$ cat src/rtl/bullet_pkg.sv
// rtl/bullet_pkg.sv - shared bullet slot record, colour codes and field defaults
// Contents: slot_t record (active, x, y, w, h, color, dy) at default widths,
//           colour constants, default boundary/wrap rows.
package bullet_pkg;

    localparam int COORD_W_DEF = 8;
    localparam int DY_W_DEF    = 4;
    localparam int Y_MAX_DEF   = 200;
    localparam int Y_WRAP_DEF  = 1;

    localparam logic [2:0] WHITE = 3'd0;
    localparam logic [2:0] GREEN = 3'd1;
    localparam logic [2:0] BLUE  = 3'd2;

    typedef struct packed {
        logic                   active;
        logic [COORD_W_DEF-1:0] x;
        logic [COORD_W_DEF-1:0] y;
        logic [COORD_W_DEF-1:0] w;
        logic [COORD_W_DEF-1:0] h;
        logic [2:0]             color;
        logic [DY_W_DEF-1:0]    dy;
    } slot_t;

endpackage

$ cat src/rtl/bullet_pool_if.sv
// rtl/bullet_pool_if.sv - control, spawn, read-port and hit bundle of the bullet pool
// master: game logic / renderer side (drives run, clear, spawn_*, *_idx, hit_valid)
// slave : bullet_pool (drives spawn_ready, spawn_slot, vga_*, hit_x/y/w/h/color/active, live_count)
interface bullet_pool_if #(
    parameter int COORD_W = 8,
    parameter int DY_W    = 4,
    parameter int IDX_W   = 3
);
    logic               run;
    logic               clear;
    logic               spawn_valid;
    logic               spawn_ready;
    logic [COORD_W-1:0] spawn_x;
    logic [COORD_W-1:0] spawn_y;
    logic [COORD_W-1:0] spawn_w;
    logic [COORD_W-1:0] spawn_h;
    logic [2:0]         spawn_color;
    logic [DY_W-1:0]    spawn_dy;
    logic [IDX_W-1:0]   spawn_slot;
    logic [IDX_W-1:0]   vga_idx;
    logic [COORD_W-1:0] vga_x;
    logic [COORD_W-1:0] vga_y;
    logic [COORD_W-1:0] vga_w;
    logic [COORD_W-1:0] vga_h;
    logic [2:0]         vga_color;
    logic               vga_active;
    logic [IDX_W-1:0]   hit_idx;
    logic [COORD_W-1:0] hit_x;
    logic [COORD_W-1:0] hit_y;
    logic [COORD_W-1:0] hit_w;
    logic [COORD_W-1:0] hit_h;
    logic [2:0]         hit_color;
    logic               hit_active;
    logic               hit_valid;
    logic [IDX_W:0]     live_count;

    modport master (
        output run, clear, spawn_valid, spawn_x, spawn_y, spawn_w, spawn_h,
               spawn_color, spawn_dy, vga_idx, hit_idx, hit_valid,
        input  spawn_ready, spawn_slot, vga_x, vga_y, vga_w, vga_h, vga_color,
               vga_active, hit_x, hit_y, hit_w, hit_h, hit_color, hit_active,
               live_count
    );

    modport slave (
        input  run, clear, spawn_valid, spawn_x, spawn_y, spawn_w, spawn_h,
               spawn_color, spawn_dy, vga_idx, hit_idx, hit_valid,
        output spawn_ready, spawn_slot, vga_x, vga_y, vga_w, vga_h, vga_color,
               vga_active, hit_x, hit_y, hit_w, hit_h, hit_color, hit_active,
               live_count
    );
endinterface

$ cat src/rtl/bullet_alloc.sv
// rtl/bullet_alloc.sv - lowest-free-slot priority encoder for bullet spawns
// active      in : per-slot active flags
// clear       in : pool clear in progress (blocks spawning)
// spawn_slot  out: lowest inactive slot index (0 when the pool is full)
// spawn_ready out: some slot is free and no clear is in progress
module bullet_alloc #(
    parameter int NUM_SLOTS = 8,
    parameter int IDX_W     = 3
) (
    input  logic [NUM_SLOTS-1:0] active,
    input  logic                 clear,
    output logic [IDX_W-1:0]     spawn_slot,
    output logic                 spawn_ready
);
    always_comb begin
        spawn_slot = '0;
        // Scan downward so the lowest free index is the last one written.
        for (int i = NUM_SLOTS - 1; i >= 0; i--) begin
            if (!active[i]) spawn_slot = IDX_W'(i);
        end
        spawn_ready = !(&active) && !clear;
    end
endmodule

$ cat src/rtl/bullet_pool.sv
// rtl/bullet_pool.sv - bullet slot store with spawn, tick-driven motion, boundary wrap/retire and hit clear
// clk, rst : system clock, asynchronous active-high reset
// bus      : bullet_pool_if slave (run/clear, spawn handshake, two combinational
//            read ports, hit report, live_count)
module bullet_pool
    import bullet_pkg::*;
#(
    parameter int NUM_SLOTS = 8,
    parameter int COORD_W   = COORD_W_DEF,
    parameter int DY_W      = DY_W_DEF,
    parameter int Y_MAX     = Y_MAX_DEF,
    parameter int Y_WRAP    = Y_WRAP_DEF,
    parameter bit WRAP_MODE = 1'b1,
    parameter int TICK_DIV  = 4,
    parameter int IDX_W     = $clog2(NUM_SLOTS)
) (
    input  logic              clk,
    input  logic              rst,
    bullet_pool_if.slave      bus
);
    localparam int DIV_W = (TICK_DIV > 1) ? $clog2(TICK_DIV) : 1;

    typedef struct packed {
        logic               active;
        logic [COORD_W-1:0] x;
        logic [COORD_W-1:0] y;
        logic [COORD_W-1:0] w;
        logic [COORD_W-1:0] h;
        logic [2:0]         color;
        logic [DY_W-1:0]    dy;
    } rec_t;

    rec_t             slots [NUM_SLOTS];
    logic [DIV_W-1:0] div_cnt;
    logic             tick;
    logic [NUM_SLOTS-1:0] act_vec;
    logic [IDX_W-1:0] alloc_slot;
    logic             alloc_ready;
    logic             spawn_fire;
    logic [COORD_W:0] ny    [NUM_SLOTS];
    logic             at_bound [NUM_SLOTS];

    assign tick       = bus.run && (div_cnt == DIV_W'(TICK_DIV - 1));
    assign spawn_fire = bus.spawn_valid && alloc_ready;

    always_comb begin
        for (int i = 0; i < NUM_SLOTS; i++) begin
            act_vec[i] = slots[i].active;
            // One extra bit so a step past the top of the coordinate range
            // still registers as reaching the boundary.
            ny[i]       = {1'b0, slots[i].y} + (COORD_W+1)'(slots[i].dy);
            at_bound[i] = (ny[i] >= (COORD_W+1)'(Y_MAX));
        end
    end

    bullet_alloc #(
        .NUM_SLOTS (NUM_SLOTS),
        .IDX_W     (IDX_W)
    ) u_alloc (
        .active      (act_vec),
        .clear       (bus.clear),
        .spawn_slot  (alloc_slot),
        .spawn_ready (alloc_ready)
    );

    assign bus.spawn_slot  = alloc_slot;
    assign bus.spawn_ready = alloc_ready;

    always_ff @(posedge clk or posedge rst) begin
        if (rst) begin
            div_cnt <= '0;
        end else if (bus.clear) begin
            div_cnt <= '0;
        end else if (bus.run) begin
            div_cnt <= tick ? '0 : div_cnt + 1'b1;
        end
    end

    // Per-slot priority: clear > hit > spawn > motion.
    always_ff @(posedge clk or posedge rst) begin
        if (rst) begin
            for (int i = 0; i < NUM_SLOTS; i++) slots[i] <= '0;
        end else begin
            for (int i = 0; i < NUM_SLOTS; i++) begin
                if (bus.clear) begin
                    slots[i] <= '0;
                end else if (bus.hit_valid && bus.hit_idx == IDX_W'(i)) begin
                    slots[i].active <= 1'b0;
                end else if (spawn_fire && alloc_slot == IDX_W'(i)) begin
                    slots[i].active <= 1'b1;
                    slots[i].x      <= bus.spawn_x;
                    slots[i].y      <= bus.spawn_y;
                    slots[i].w      <= bus.spawn_w;
                    slots[i].h      <= bus.spawn_h;
                    slots[i].color  <= bus.spawn_color;
                    slots[i].dy     <= bus.spawn_dy;
                end else if (tick && slots[i].active) begin
                    if (at_bound[i]) begin
                        if (WRAP_MODE) slots[i].y      <= COORD_W'(Y_WRAP);
                        else           slots[i].active <= 1'b0;
                    end else begin
                        slots[i].y <= ny[i][COORD_W-1:0];
                    end
                end
            end
        end
    end

    always_comb begin
        bus.live_count = '0;
        for (int i = 0; i < NUM_SLOTS; i++) begin
            bus.live_count = bus.live_count + {{IDX_W{1'b0}}, slots[i].active};
        end
    end

    // Index matching only in-range slots leaves out-of-range reads at zero.
    always_comb begin
        bus.vga_x = '0; bus.vga_y = '0; bus.vga_w = '0; bus.vga_h = '0;
        bus.vga_color = '0; bus.vga_active = 1'b0;
        bus.hit_x = '0; bus.hit_y = '0; bus.hit_w = '0; bus.hit_h = '0;
        bus.hit_color = '0; bus.hit_active = 1'b0;
        for (int i = 0; i < NUM_SLOTS; i++) begin
            if (bus.vga_idx == IDX_W'(i)) begin
                bus.vga_x      = slots[i].x;
                bus.vga_y      = slots[i].y;
                bus.vga_w      = slots[i].w;
                bus.vga_h      = slots[i].h;
                bus.vga_color  = slots[i].color;
                bus.vga_active = slots[i].active;
            end
            if (bus.hit_idx == IDX_W'(i)) begin
                bus.hit_x      = slots[i].x;
                bus.hit_y      = slots[i].y;
                bus.hit_w      = slots[i].w;
                bus.hit_h      = slots[i].h;
                bus.hit_color  = slots[i].color;
                bus.hit_active = slots[i].active;
            end
        end
    end
endmodule

$ cat src/flat_wrapper.sv
// flat-port wrapper written by rule: the top's interface ports become plain ports
module bullet_pool_flat import bullet_pkg::*;
#(
    parameter int NUM_SLOTS = 8,
    parameter int COORD_W   = COORD_W_DEF,
    parameter int DY_W      = DY_W_DEF,
    parameter int Y_MAX     = Y_MAX_DEF,
    parameter int Y_WRAP    = Y_WRAP_DEF,
    parameter bit WRAP_MODE = 1'b1,
    parameter int TICK_DIV  = 4,
    parameter int IDX_W     = $clog2(NUM_SLOTS)
)
  (clk, rst, bus_run, bus_clear, bus_spawn_valid, bus_spawn_x, bus_spawn_y, bus_spawn_w, bus_spawn_h, bus_spawn_color, bus_spawn_dy, bus_vga_idx, bus_hit_idx, bus_hit_valid, bus_spawn_ready, bus_spawn_slot, bus_vga_x, bus_vga_y, bus_vga_w, bus_vga_h, bus_vga_color, bus_vga_active, bus_hit_x, bus_hit_y, bus_hit_w, bus_hit_h, bus_hit_color, bus_hit_active, bus_live_count);
  bullet_pool_if #(.COORD_W(COORD_W), .DY_W(DY_W), .IDX_W(IDX_W)) bus_i ();
  input  logic clk;
  input  logic rst;
  input wire logic [$bits(bus_i.run)-1:0] bus_run;
  input wire logic [$bits(bus_i.clear)-1:0] bus_clear;
  input wire logic [$bits(bus_i.spawn_valid)-1:0] bus_spawn_valid;
  input wire logic [$bits(bus_i.spawn_x)-1:0] bus_spawn_x;
  input wire logic [$bits(bus_i.spawn_y)-1:0] bus_spawn_y;
  input wire logic [$bits(bus_i.spawn_w)-1:0] bus_spawn_w;
  input wire logic [$bits(bus_i.spawn_h)-1:0] bus_spawn_h;
  input wire logic [$bits(bus_i.spawn_color)-1:0] bus_spawn_color;
  input wire logic [$bits(bus_i.spawn_dy)-1:0] bus_spawn_dy;
  input wire logic [$bits(bus_i.vga_idx)-1:0] bus_vga_idx;
  input wire logic [$bits(bus_i.hit_idx)-1:0] bus_hit_idx;
  input wire logic [$bits(bus_i.hit_valid)-1:0] bus_hit_valid;
  output wire logic [$bits(bus_i.spawn_ready)-1:0] bus_spawn_ready;
  output wire logic [$bits(bus_i.spawn_slot)-1:0] bus_spawn_slot;
  output wire logic [$bits(bus_i.vga_x)-1:0] bus_vga_x;
  output wire logic [$bits(bus_i.vga_y)-1:0] bus_vga_y;
  output wire logic [$bits(bus_i.vga_w)-1:0] bus_vga_w;
  output wire logic [$bits(bus_i.vga_h)-1:0] bus_vga_h;
  output wire logic [$bits(bus_i.vga_color)-1:0] bus_vga_color;
  output wire logic [$bits(bus_i.vga_active)-1:0] bus_vga_active;
  output wire logic [$bits(bus_i.hit_x)-1:0] bus_hit_x;
  output wire logic [$bits(bus_i.hit_y)-1:0] bus_hit_y;
  output wire logic [$bits(bus_i.hit_w)-1:0] bus_hit_w;
  output wire logic [$bits(bus_i.hit_h)-1:0] bus_hit_h;
  output wire logic [$bits(bus_i.hit_color)-1:0] bus_hit_color;
  output wire logic [$bits(bus_i.hit_active)-1:0] bus_hit_active;
  output wire logic [$bits(bus_i.live_count)-1:0] bus_live_count;
  assign bus_i.run = bus_run;
  assign bus_i.clear = bus_clear;
  assign bus_i.spawn_valid = bus_spawn_valid;
  assign bus_i.spawn_x = bus_spawn_x;
  assign bus_i.spawn_y = bus_spawn_y;
  assign bus_i.spawn_w = bus_spawn_w;
  assign bus_i.spawn_h = bus_spawn_h;
  assign bus_i.spawn_color = bus_spawn_color;
  assign bus_i.spawn_dy = bus_spawn_dy;
  assign bus_i.vga_idx = bus_vga_idx;
  assign bus_i.hit_idx = bus_hit_idx;
  assign bus_i.hit_valid = bus_hit_valid;
  assign bus_spawn_ready = bus_i.spawn_ready;
  assign bus_spawn_slot = bus_i.spawn_slot;
  assign bus_vga_x = bus_i.vga_x;
  assign bus_vga_y = bus_i.vga_y;
  assign bus_vga_w = bus_i.vga_w;
  assign bus_vga_h = bus_i.vga_h;
  assign bus_vga_color = bus_i.vga_color;
  assign bus_vga_active = bus_i.vga_active;
  assign bus_hit_x = bus_i.hit_x;
  assign bus_hit_y = bus_i.hit_y;
  assign bus_hit_w = bus_i.hit_w;
  assign bus_hit_h = bus_i.hit_h;
  assign bus_hit_color = bus_i.hit_color;
  assign bus_hit_active = bus_i.hit_active;
  assign bus_live_count = bus_i.live_count;
  bullet_pool #(.NUM_SLOTS(NUM_SLOTS), .COORD_W(COORD_W), .DY_W(DY_W), .Y_MAX(Y_MAX), .Y_WRAP(Y_WRAP), .WRAP_MODE(WRAP_MODE), .TICK_DIV(TICK_DIV), .IDX_W(IDX_W)) u_core (.clk(clk), .rst(rst), .bus(bus_i));
endmodule
$ cat config.mk
export PLATFORM = sky130hd
export DESIGN_NAME = bullet_pool_flat
export DESIGN_NICKNAME = d
export VERILOG_FILES = /design/src/rtl/bullet_pkg.sv /design/src/rtl/bullet_pool_if.sv /design/src/rtl/bullet_alloc.sv /design/src/rtl/bullet_pool.sv /design/src/flat_wrapper.sv
export SDC_FILE = /design/constraint.sdc
export NUM_CORES = 1
export LEC_CHECK = 0
export CAP_MARGIN = 20
export CELL_PAD_IN_SITES_DETAIL_PLACEMENT = 1
export CELL_PAD_IN_SITES_GLOBAL_PLACEMENT = 1
export CORE_MARGIN = 5
export CORE_UTILIZATION = 42
export CTS_CLUSTER_SIZE = 24
export DETAILED_ROUTE_END_ITERATION = 10
export PLACE_DENSITY = 0.77
export SETUP_SLACK_MARGIN = 0.1
export SLEW_MARGIN = 25
export SYNTH_ARGS = -nofsm -noshare
export SYNTH_HDL_FRONTEND = slang
export SYNTH_SLANG_ARGS = --single-unit
$ cat constraint.sdc
create_clock -name clk -period 11.85 [get_ports clk]
set_input_delay 2.37 -clock clk [delete_from_list [all_inputs] [get_ports clk]]
set_output_delay 2.37 -clock clk [all_outputs]
set_load 0.05 [all_outputs]
# After elaboration in Yosys (flattened, before gate mapping)

Cells that the tools add are included.

Bits in registers: 322
Bits of input ports: 51
Output and inout bits: 80
Logic and storage cells: 364

Add/subtract/negate cells: 16
Order comparisons: 8
Equal/unequal tests: 30
Mux-type cells: 179
Reduce and logical (&&, ||, !) cells: 74

Operators with widths:

| kind                | number |
|---|---|
| $mux 8              | 96 |
| $mux 40             | 8 |
| $mux 39             | 8 |
| $mux 23             | 8 |
| $add 8x4->9         | 8 |
| $ge 9x8->1 const B  | 8 |
| $mux 3              | 24 |
| $reduce_bool 3->1   | 16 |
| $eq 3x3->1 const B  | 12 |
| $mux 1              | 32 |
| $reduce_and 2->1    | 16 |
| $logic_and 1x1->1   | 27 |
| $add 4x1->4         | 6 |
| $eq 3x2->1 const B  | 6 |
| $reduce_bool 2->1   | 9 |
| $ne 2x2->1 const B  | 8 |
| $eq 3x1->1 const B  | 3 |
| $logic_not 3->1     | 3 |
| $reduce_and 8->1    | 1 |
| $mux 2              | 3 |
| $add 1x1->2         | 1 |
| $add 2x1->2 const B | 1 |
| $eq 2x2->1 const B  | 1 |
| $logic_not 1->1     | 2 |

# Logic depth before layout (Yosys ltp)

Word-level depth: 13
Mapped depth: 10
Mapped depth without buffers: 9

# Cells and area by module

From an unflattened synthesis, not the netlist that was laid out.

Cells, all modules: 2297
Area, all modules: 19610.1 µm²

Modules (own cells, without submodules):

| module       | times used | cells an instance | area an instance (µm²) | sequential area each (µm²) |
|---|---|---|---|---|
| bullet_pool  | 1          | 2283              | 19531.2                | 8057.7 |
| bullet_alloc | 1          | 14                | 78.8                   | 0.0 |

# Least setup slack after synthesis

OpenSTA, ideal clock, no wires.

Path type: in2out
From: input bus_vga_idx[1]
To: output bus_vga_x[0]
Arrival time: 4583 ps
Required time: 9480 ps
Path slack: 4897 ps
Stages: 6
Path buffers: 4
Cell sequence: clkbuf_1 > clkbuf_1 > clkbuf_1 > clkbuf_1 > nand2_1 > a31oi_1

Word-level cells in the longest chain between the ends: 9
Elaborated cells between the ends (all ways): 16
Those cells by class: 7 x eq/ne; 8 x mux; 1 x reduce/logical

RTL lines:

| what                | line               | RTL |
|---|---|---|
| from (decl)         | flat_wrapper.sv:26 | `input wire logic [$bits(bus_i.vga_idx)-1:0] bus_vga_idx;` |
| $logic_not 3->1     | bullet_pool.sv:123 | `if (bus.vga_idx == IDX_W'(i)) begin` |
| $mux 8 (7 in a row) | bullet_pool.sv:123 |  |
| $mux 8 *            | bullet_pool.sv:123 |  |
| to (decl)           | flat_wrapper.sv:31 | `output wire logic [$bits(bus_i.vga_x)-1:0] bus_vga_x;` |

Mark *: on every way between the ends. The rest lies on a longest branch, timed or not.

# Worst setup path after layout

From: input bus_vga_idx[0]
To: output bus_vga_y[0]

Word-level cells in the longest chain between the ends: 9
Elaborated cells between the ends (all ways): 16
Those cells by class: 7 x eq/ne; 8 x mux; 1 x reduce/logical

RTL lines:

| what                | line               | RTL |
|---|---|---|
| $logic_not 3->1     | bullet_pool.sv:123 |  |
| $mux 8 (7 in a row) | bullet_pool.sv:123 |  |
| $mux 8 *            | bullet_pool.sv:123 |  |
| to (decl)           | flat_wrapper.sv:32 | `output wire logic [$bits(bus_i.vga_y)-1:0] bus_vga_y;` |

Marked as above.

==> metrics.txt <==
outcome=finished, final reports clean; Placed Area=21830 µm²; post-DP HPWL=51720 µm; ys async rst share=1.000; hold_buf cts=0; CTS clk-pin slew, worst paths=roughly 0.050 ns; remaining global-route overflow=0; CTS tree=yes; first-pass GRT wire length=about 120000 µm; placer congestion estimate=between 0.9 and 1; Routed met2 length=roughly 37000 µm; number of CTS-inserted buffers=40; drt pass-1 iters=5; Total GRT Usage=0.2897; critical path endpoint category=primary output; Core Rows=80; worst-skew pair later-pin latency=about 0.57 ns; Cells after Synth=2367; max_slew headroom=0.2626; Root Buffer Master=clkbuf_16; post_cts resized=0; slew of the pin with the lowest slew margin=1.106 ns; initial core utilization=0.4237; WL met1=roughly 32000 µm; pre-CTS setup slack=about 3.6 ns; RSZ-0062 raised after global routing=false; Setup crit start kind=input port; DR WL met3=4852 µm; post-CTS setup buffer count=0; layout cell share with drive strength beyond 1=0.07542; number of library cell types mapped by synthesis=84; syn_nets=approximately 2500; Top Metal Used=met5; EDFF count, synth=0; LEAKAGE=9.883 nW; clock sinks=322; CTS max path bufs=3; Crit path required time=9.48 ns; Setup TNS Final=0 ns; largest net degree at the start of global routing=around 110; DP Cell Count=2957; via count=19500; vias in the first global route=roughly 20000; Setup-failing EPs final=0; Yosys Warn Count=0; ys flop type=dfrtp_1; minimum clock period=8.413 ns; routed wire length=78480 µm; hold slack=0.4955 ns; Routed WL per cell=25.92 µm; Final WS setup=3.437 ns; final worst-path cycle share=0.7100; Detail Route Antenna Nets=0; WS Path Type=in -> out; FMAX=118.9 MHz; Die ar.=52560 µm²; CP max FO=53; Hold Vio Cnt, Final=0; Remaining DRCs=0; largest delay contributor family on the critical path=buffers and inverters; MaxCap Viol Count=0; power per cell area=about 130 nW/µm²; sequential cell area fraction in the yosys report=0.3991; CP arrival=just over 6 ns; Netlist Area Pre-Place=20190 µm²; nets=about 2500; Fin Clk Skew=0.02370 ns; Die Width=229.3 µm; H-tree depth=2; CP Cell Sequence=buf_4, buf_4, nor2b_2, buf_4, nand2_1, o21ai_0, nand2_1, clkdlybuf4s50_1; antenna diode count=0; Die H=229.3 µm; fin. max-slew vios=0; I/O pin total=131; crit path max-delay cell type=clkdlybuf4s50_1; number of port buffers=130; worst min-delay path category=reg -> reg; First DRT Iteration DRCs=1610; synthesized flop and latch total=between 300 and 400; vias per std cell=between 6 and 7; CP max stage delay=~0.8 ns; Buffers & Inverters on Critical Path=4; final instance area=23180 µm²; core area=47650 µm²; Area Growth Syn to Fin=14.82%; Avg Cell Area, Syn=8.530 µm²; Non-Filler Instances=3028; most used cell, CP=buf_4; initial antenna violation count=1; VDD IR-drop max=0.0001091 V
## worst paths after layout
kind | startpoint | to | slack (ns) | cells after the start
min | u_core.slots[83]$_DFFE_PP0P_ | u_core.slots[83]$_DFFE_PP0P_ | 0.50 | 2
max | bus_vga_idx[0] | bus_vga_y[0] | 3.44 | 8
min reg2reg | u_core.slots[83]$_DFFE_PP0P_ | u_core.slots[83]$_DFFE_PP0P_ | 0.50 | 2
max reg2reg | u_core.act_vec[3]$_DFFE_PP0P_ | u_core.slots[132]$_DFFE_PP0P_ | 8.51 | 7
max in group asynchronous | rst | u_core.slots[41]$_DFFE_PP0P_ | 8.09 | 3
min in group asynchronous | rst | u_core.slots[34]$_DFFE_PP0P_ | 2.35 | 2
## layer usage
metal,GRT usage,vias to the layer above
li1,-,8611
met1,0.3759,9919
met2,0.4830,742
met3,0.04075,221
met4,0.1317,2
met5,0,-
## area by class of cell
| class | instances | area, µm² |
|---|---|---|
| Clock buffer | 59 | 1182 |
| Clock inverter | 12 | 152.6 |
| Fill cell | 5521 | 24460 |
| Inverter | 37 | 146.4 |
| Multi-Input combinational cell | 1824 | 11360 |
| Sequential cell | 322 | 8058 |
| Tap cell | 615 | 769.5 |
| Timing Repair Buffer | 159 | 1511 |
## flip-flops by register name, indices dropped and copies added (netlist names)
register / cells
u_core.act_vec: 8
u_core.div_cnt: 2
u_core.slots: 312
## power by group
part           internal [mW]  switching [mW]
sequential              1.17          0.0723
clock                  0.756           0.515
combinational          0.187           0.390
## layout by cell type (no fill, tap or decap), types with 12 or more instances in the layout
cell type / synthesis / final
nand2_1: 452 / 452
o21ai_0: 377 / 377
dfrtp_1: 322 / 322
nor2_1: 130 / 124
clkdlybuf4s50_1: 0 / 123
a21oi_1: 108 / 108
mux2i_1: 101 / 101
a22oi_1: 68 / 68
clkbuf_16: 0 / 40
nand2b_1: 38 / 38
o221ai_1: 37 / 37
inv_1: 37 / 36
ha_1: 36 / 36
buf_4: 0 / 31
nor3_1: 28 / 28
a21o_1: 26 / 26
o211ai_1: 26 / 26
a22o_1: 26 / 26
nor2b_1: 31 / 23
a211oi_1: 23 / 23
nand3_1: 22 / 22
mux2_2: 17 / 17
xnor2_1: 16 / 16
o22a_1: 16 / 16
mux4_2: 16 / 16
and3_1: 16 / 15
a221o_1: 12 / 12
a211o_1: 12 / 12
fa_1: 12 / 12
## metrics by stage
step	util	total power [mW]
after CTS	0.4863	3.104
after global placement	0.4579	1.815
after global routing	0.4865	3.200
after floorplan	-	1.617
after detailed placement	0.4582	1.834
final	0.4865	3.093
## synth_stat cells, drive strengths merged (26+ instances only)
cell type  instances  area, µm²
a21o              26      195.2
a21oi            112      575.6
a22o              26      227.7
a22oi             68      510.5
buf               50      221.5
clkbuf           134      503.0
dfrtp            322       8058
ha                36      450.4
inv               37      138.9
mux2i            101       1011
nand2            452       1697
nand2b            38      237.7
nor2             133      511.7
nor2b             31      193.9
nor3              30      160.2
o211ai            26      195.2
o21ai            386       1936
o221ai            38      339.1
## worst register-to-register path: stages, from the launching register on
cell and delay (ns):
dfrtp_1 0.58, inv_1 0.25, o221ai_2 0.29, a21boi_4 0.49
nor2_1 0.24, o21ai_4 0.49, buf_4 0.59, o21ai_0 0.24
## kinds of logic after synthesis
kind of cell               synth area share
muxes                               0.07740
xor gates and xnor gates           0.009978
adders and majority gates           0.03421
buffers and inverters               0.04276
DFF                                  0.3991
AOI/OAI and AO/OA                    0.2626
and+or+nand+nor                      0.1739
(Power assumes the default switching activity.)
